==> src/rtl/rgmii_pkg.sv <==
// rtl/rgmii_pkg.sv - shared constants and state type for the RGMII receive decoder
package rgmii_pkg;

    typedef enum logic [1:0] {
        ST_IDLE = 2'd0,
        ST_HUNT = 2'd1,
        ST_LOW  = 2'd2,
        ST_HIGH = 2'd3
    } rx_state_t;

    localparam logic [3:0] PREAMBLE_NIBBLE = 4'h5;
    localparam logic [3:0] SFD_NIBBLE      = 4'hD;
    localparam logic [7:0] SFD_BYTE        = 8'hD5;
    localparam logic [7:0] PREAMBLE_BYTE   = 8'h55;

endpackage

==> src/rtl/rgmii_rx_decoder.sv <==
// rtl/rgmii_rx_decoder.sv - RGMII receive decode to MAC byte stream (DDR byte or MII nibble mode)
module rgmii_rx_decoder
    import rgmii_pkg::*;
#(
    parameter int DATA_WIDTH = 8
) (
    input  logic                  clk,
    input  logic                  reset,
    input  logic [3:0]            rxd_rise,
    input  logic [3:0]            rxd_fall,
    input  logic                  rx_ctl_rise,
    input  logic                  rx_ctl_fall,
    input  logic                  mii_select,
    output logic [DATA_WIDTH-1:0] rgmii_mac_rx_data,
    output logic                  rgmii_mac_rx_dv,
    output logic                  rgmii_mac_rx_er
);

    logic [3:0] rxd_rise_q;
    logic [3:0] rxd_fall_q;
    logic       ctl_rise_q;
    logic       ctl_fall_q;

    logic       dv_prev;
    logic       frame_mode;
    rx_state_t  state;
    logic [3:0] low_nib;
    logic       low_er;
    logic       have5;
    logic       last5;

    logic       dv_dec;
    logic       er_dec;
    logic       dv_rise;
    logic       mii_mode;

    assign dv_dec   = ctl_rise_q;
    assign er_dec   = ctl_rise_q ^ ctl_fall_q;
    assign dv_rise  = dv_dec & ~dv_prev;
    // The frame's mode is sampled on the dv rise, so that first cycle must use mii_select directly.
    assign mii_mode = dv_rise ? mii_select : frame_mode;

    always_ff @(posedge clk or posedge reset) begin
        if (reset) begin
            rxd_rise_q        <= 4'h0;
            rxd_fall_q        <= 4'h0;
            ctl_rise_q        <= 1'b0;
            ctl_fall_q        <= 1'b0;
            dv_prev           <= 1'b0;
            frame_mode        <= 1'b0;
            state             <= ST_IDLE;
            low_nib           <= 4'h0;
            low_er            <= 1'b0;
            have5             <= 1'b0;
            last5             <= 1'b0;
            rgmii_mac_rx_data <= '0;
            rgmii_mac_rx_dv   <= 1'b0;
            rgmii_mac_rx_er   <= 1'b0;
        end else begin
            rxd_rise_q <= rxd_rise;
            rxd_fall_q <= rxd_fall;
            ctl_rise_q <= rx_ctl_rise;
            ctl_fall_q <= rx_ctl_fall;
            dv_prev    <= dv_dec;
            if (dv_rise) begin
                frame_mode <= mii_select;
            end

            rgmii_mac_rx_dv <= 1'b0;
            rgmii_mac_rx_er <= 1'b0;

            if (!mii_mode) begin
                state             <= ST_IDLE;
                have5             <= 1'b0;
                last5             <= 1'b0;
                rgmii_mac_rx_data <= DATA_WIDTH'({rxd_fall_q, rxd_rise_q});
                rgmii_mac_rx_dv   <= dv_dec;
                rgmii_mac_rx_er   <= dv_dec & er_dec;
            end else if (!dv_dec) begin
                // A frame ending on a lone low nibble still hands it to the MAC, flagged as an error.
                if (state == ST_HIGH) begin
                    rgmii_mac_rx_data <= DATA_WIDTH'({4'h0, low_nib});
                    rgmii_mac_rx_dv   <= 1'b1;
                    rgmii_mac_rx_er   <= 1'b1;
                end
                state <= ST_IDLE;
                have5 <= 1'b0;
                last5 <= 1'b0;
            end else begin
                case (state)
                    ST_IDLE, ST_HUNT: begin
                        state <= ST_HUNT;
                        if (rxd_rise_q == PREAMBLE_NIBBLE) begin
                            last5 <= 1'b1;
                            have5 <= ~have5;
                            if (have5) begin
                                rgmii_mac_rx_data <= DATA_WIDTH'(PREAMBLE_BYTE);
                                rgmii_mac_rx_dv   <= 1'b1;
                                rgmii_mac_rx_er   <= er_dec;
                            end
                        end else if (rxd_rise_q == SFD_NIBBLE && last5) begin
                            // SFD realigns byte phase even after an odd-length preamble.
                            state             <= ST_LOW;
                            have5             <= 1'b0;
                            last5             <= 1'b0;
                            rgmii_mac_rx_data <= DATA_WIDTH'(SFD_BYTE);
                            rgmii_mac_rx_dv   <= 1'b1;
                            rgmii_mac_rx_er   <= er_dec;
                        end else begin
                            have5             <= 1'b0;
                            last5             <= 1'b0;
                            rgmii_mac_rx_data <= DATA_WIDTH'({4'h0, rxd_rise_q});
                            rgmii_mac_rx_dv   <= 1'b1;
                            rgmii_mac_rx_er   <= 1'b1;
                        end
                    end
                    ST_LOW: begin
                        low_nib <= rxd_rise_q;
                        low_er  <= er_dec;
                        state   <= ST_HIGH;
                    end
                    ST_HIGH: begin
                        rgmii_mac_rx_data <= DATA_WIDTH'({rxd_rise_q, low_nib});
                        rgmii_mac_rx_dv   <= 1'b1;
                        rgmii_mac_rx_er   <= low_er | er_dec;
                        state             <= ST_LOW;
                    end
                    default: state <= ST_IDLE;
                endcase
            end
        end
    end

endmodule

==> config.mk <==
export PLATFORM = sky130hd
export DESIGN_NAME = rgmii_rx_decoder
export DESIGN_NICKNAME = d
export VERILOG_FILES = /design/src/rtl/rgmii_pkg.sv /design/src/rtl/rgmii_rx_decoder.sv
export SDC_FILE = /design/constraint.sdc
export NUM_CORES = 1
export LEC_CHECK = 0
export ABC_AREA = 1
export CAP_MARGIN = 10
export CORE_ASPECT_RATIO = 1.5
export CORE_MARGIN = 2
export CORE_UTILIZATION = 35
export CTS_CLUSTER_SIZE = 12
export DETAILED_ROUTE_END_ITERATION = 10
export PLACE_DENSITY = 0.58
export SYNTH_ARGS = -nofsm -noshare
export SYNTH_HDL_FRONTEND = slang
export SYNTH_SLANG_ARGS = --single-unit
==> constraint.sdc <==
create_clock -name clk -period 1.3 [get_ports clk]
set_clock_uncertainty 0.1 [all_clocks]
set_input_delay 0.26 -clock clk [delete_from_list [all_inputs] [get_ports clk]]
set_output_delay 0.26 -clock clk [all_outputs]
set_load 0.01 [all_outputs]
==> metrics.md <==
| Metric | Value |
|---|---|
| Leakage power total | `approximately 1 nW` |
| Initial antenna violation count | `0` |
| Drc violations | `0` |
| Width of the chip | `around 55 µm` |
| Die area | `approximately 4400 µm²` |
| R2R cell count | `5` |
| Vias in the first global route | `~1,200` |
| RSZ-0062 raised after global routing | `yes` |
| WP data arrival | `~1.5 ns` |
| Via count of the routed design | `between 1,000 and 1,500` |
| Data required time of the critical path | `around 1.4 ns` |
| Final Total Pwr | `about 2.6 mW` |
| Overall fraction of global-route tracks in use | `0.1604` |
| Fraction of final layout cells with drive strength greater than 1 | `0.3618` |
| Synth cell count leaders | `41 x sky130_fd_sc_hd__nand2_1, 31 x sky130_fd_sc_hd__dfrtp_1, 18 x sky130_fd_sc_hd__nand3_1, 15 x sky130_fd_sc_hd__inv_1, 14 x sky130_fd_sc_hd__nor2_1` |
| Hold violation total from the final report | `0` |
| Post-synthesis area per instance | `9.150 µm²` |
| Synth Flop Type | `sky130_fd_sc_hd__dfrtp_1` |
| Internal Pwr Total | `1.902 mW` |
| Share of synthesized area occupied by flip-flops and latches | `0.5767` |
| Number of vias per cell after detailed routing | `between 4 and 5` |
| Highest attainable clock frequency | `approximately 700 MHz` |
| Main area contributors after synthesis | `sky130_fd_sc_hd__dfrtp_1 58%, sky130_fd_sc_hd__nand2_1 11%, sky130_fd_sc_hd__nand3_1 6.7%` |
| Initial standard-cell utilization of the core | `0.3653` |
| Global-route wire length before repair | `5043 µm` |
| Slew margin rel. | `0.7769` |
| Transition time of the tightest slew-check pin | `0.3335 ns` |
| DP HPWL | `around 2100 µm` |
| Inserted Clock Buffers | `5` |
| Largest driver fanout on the critical path | `7` |
| Result of the run | `finished with violations` |
| Final-layout worst hold slack | `0.2067 ns` |
| Final-report setup violation count | `16` |
| Area overhead of the layout relative to synthesis | `55.07%` |
| Type of element capturing the critical path | `flop` |
| Final worst setup slack | `-0.09506 ns` |
| Share of flip-flops with an asynchronous set or reset | `1.000` |
| Wire length per cell after detailed routing | `around 13 µm` |
| Yosys Warn Count | `0` |
| PwrDens | `1234 nW/µm²` |
| Largest area contributor in the netlist | `sky130_fd_sc_hd__dfrtp_1` |
| Cell Area, Synth | `~1300 µm²` |
| Clock Path Buffers | `2` |
| Final wirelength | `about 3200 µm` |
| Total net switching power | `approximately 0.67 mW` |
| I/O pin cnt | `23` |
| Nets | `between 200 and 250` |
| Total number of clock tree sinks | `31` |
| Path category of the worst min-delay check | `primary input to async pin` |
| Clock latency of the later-clocked register in the worst-skew pair | `between 0.2 and 0.3 ns` |
| Die height | `approximately 80 µm` |
| CTS H-Tree Depth | `2` |
| Area fraction of the dominant cell type after synthesis | `0.5767` |
| Violated checks | `setup timing` |
| Kind of start point of the critical path | `flop` |
| Count of mapped cells out of synthesis | `between 100 and 150` |
| Most repeated cell in the gate-level netlist after synthesis | `sky130_fd_sc_hd__nand2_1` |
| Part of the total power dissipated in the clock network | `0.383` |
| Sequential cell fraction of total power | `0.420` |
| Standard-cell row count | `27` |
| Clock slew at the register clock pins of the worst setup and hold paths | `about 0.070 ns` |
| Clock tree from TritonCTS | `done` |
| TritonRoute pass-1 iters | `4` |
| Relative contribution of combinational cells to total power | `0.196` |
| Cell at the root of the clock tree | `sky130_fd_sc_hd__clkbuf_8` |
| Switching part of the total | `0.2609` |
| Max-capacitance violation count | `0` |
| Count of flip-flops with a built-in enable after synthesis | `0` |
| Count of nets left with antenna violations after detail routing | `0` |
| Crit Path Category | `flop to flop` |
| Mapped Nets | `161` |
| Total congestion overflow after global routing | `0` |
| Number of library cell types mapped by synthesis | `17` |
| Util after Layout | `0.5664` |
| Shortest clock period the worst path allows after layout | `approximately 1.4 ns` |
| Max rail drop VDD | `between 0.0008 and 0.0009 V` |
| Count of inserted antenna diode cells | `0` |
| Max-slew violation total from the final report | `0` |
| Iteration-0 DRC count of the detailed router | `34` |
| Flip-flop and latch count after synthesis | `31` |
| Launching instance or port of the critical path | `ctl_rise_q` |
| Routability cong. | `0.8246` |
| Number of port buffers | `22` |
| Reg-to-Reg Start | `ctl_rise_q` |
| Final Cycle Share | `1.073` |
| Core footprint | `between 3000 and 4000 µm²` |
| Pin count of the biggest net entering global routing | `32` |
worst paths after layout:
path	endpoint	slack, ns
max	rgmii_mac_rx_er	-0.1
min	rgmii_mac_rx_data[4]	0.21
max reg2reg	rgmii_mac_rx_er	-0.1
min reg2reg	rgmii_mac_rx_data[5]	0.38
max in group asynchronous	ctl_rise_q	0.71
min in group clk	rxd_rise_q[0]	0.31
layout by cell type, fill, tap and decap left out:
master,instances
sky130_fd_sc_hd__a211oi_1,1
sky130_fd_sc_hd__a211oi_2,1
sky130_fd_sc_hd__a21oi_1,2
sky130_fd_sc_hd__buf_12,3
sky130_fd_sc_hd__buf_4,17
sky130_fd_sc_hd__buf_6,1
sky130_fd_sc_hd__bufinv_16,1
sky130_fd_sc_hd__clkbuf_2,4
sky130_fd_sc_hd__clkbuf_8,6
sky130_fd_sc_hd__clkdlybuf4s15_1,5
sky130_fd_sc_hd__clkdlybuf4s50_1,12
sky130_fd_sc_hd__clkinv_2,1
sky130_fd_sc_hd__dfrtp_1,30
sky130_fd_sc_hd__dfrtp_2,1
sky130_fd_sc_hd__dlygate4sd2_1,1
sky130_fd_sc_hd__ha_1,1
sky130_fd_sc_hd__inv_1,12
sky130_fd_sc_hd__inv_2,3
sky130_fd_sc_hd__nand2_1,33
sky130_fd_sc_hd__nand2_2,6
sky130_fd_sc_hd__nand2_4,6
sky130_fd_sc_hd__nand2_8,2
sky130_fd_sc_hd__nand3_1,8
sky130_fd_sc_hd__nand3_2,8
sky130_fd_sc_hd__nand3_4,2
sky130_fd_sc_hd__nand3b_1,1
sky130_fd_sc_hd__nand4_1,3
sky130_fd_sc_hd__nor2_1,9
sky130_fd_sc_hd__nor2_2,4
sky130_fd_sc_hd__nor2_4,2
sky130_fd_sc_hd__nor2_8,2
sky130_fd_sc_hd__nor3b_2,1
sky130_fd_sc_hd__o211ai_1,1
sky130_fd_sc_hd__o21ai_0,3
sky130_fd_sc_hd__o21ai_1,5
sky130_fd_sc_hd__o21ai_2,1
critical path, cell delays in order (launching register included):
cell	delay [ns]
sky130_fd_sc_hd__dfrtp_2	0.48
sky130_fd_sc_hd__ha_1	0.33
sky130_fd_sc_hd__nor3b_2	0.16
sky130_fd_sc_hd__o21ai_0	0.15
sky130_fd_sc_hd__inv_1	0.06
sky130_fd_sc_hd__nand2_1	0.06
power groups by stage:
stage          Sequential [mW]  Clock [mW]  Combinational (mW)
2_1_floorplan             1.11           0               0.173
3_3_place_gp              1.09           0               0.414
3_5_place_dp              1.09           0               0.419
4_1_cts                   1.08        1.00               0.463
5_1_grt                   1.09        1.04               0.550
6_report                  1.08       0.986               0.505
repair_timing:
action / CTS / global route
buffers inserted: 3 / 5
setup endpoints to repair: 26 / 20
gates cloned: 1 / 0
resized for setup: 37 / 29
pin swaps: 15 / 12
hold buffers: 0 / 0
cells by family after synthesis:
kind of cell | share of synthesized area
DFF | 0.5767
buffers and inverters | 0.04186
AOI/OAI and AO/OA | 0.05767
and+or+nand+nor | 0.3144
adders and majority gates | 0.009301
stage by stage:
step	setup TNS [ns]	setup slack [ns]	instance area, µm²	cells
6_report	-0.6324	-0.09506	2086	242
5_1_grt	-1.986	-0.1704	2086	242
4_1_cts	-0.4435	-0.05735	1973	237
3_5_place_dp	-6.340	-0.3976	1743	225
3_3_place_gp	-5.873	-0.3704	1743	225
2_1_floorplan	0	0.01480	1346	147
per-layer routing:
layer	global-route usage	up-vias	routed length, µm
li1	-	580	-
met1	0.1813	562	1177
met2	0.2667	32	1767
met3	0.04494	8	143
met4	0.07500	0	76
met5	0	-	0
cell type report:
type | count | area, µm²
Fill cell | 332 | 1597
Inverter | 15 | 56.30
Timing Repair Buffer | 43 | 397.9
Tap cell | 43 | 53.80
Sequential cell | 31 | 777.0
Clock inverter | 2 | 35.03
Multi-Input combinational cell | 102 | 683.2
Clock buffer | 6 | 82.58
flip-flops by register name (all words and copies together) (netlist names), 2 cells and up:
name               flops
rxd_rise_q             4
low_nib                4
rgmii_mac_rx_data      8
rxd_fall_q             4
state                  2
Power figures use the tool's default switching activity.
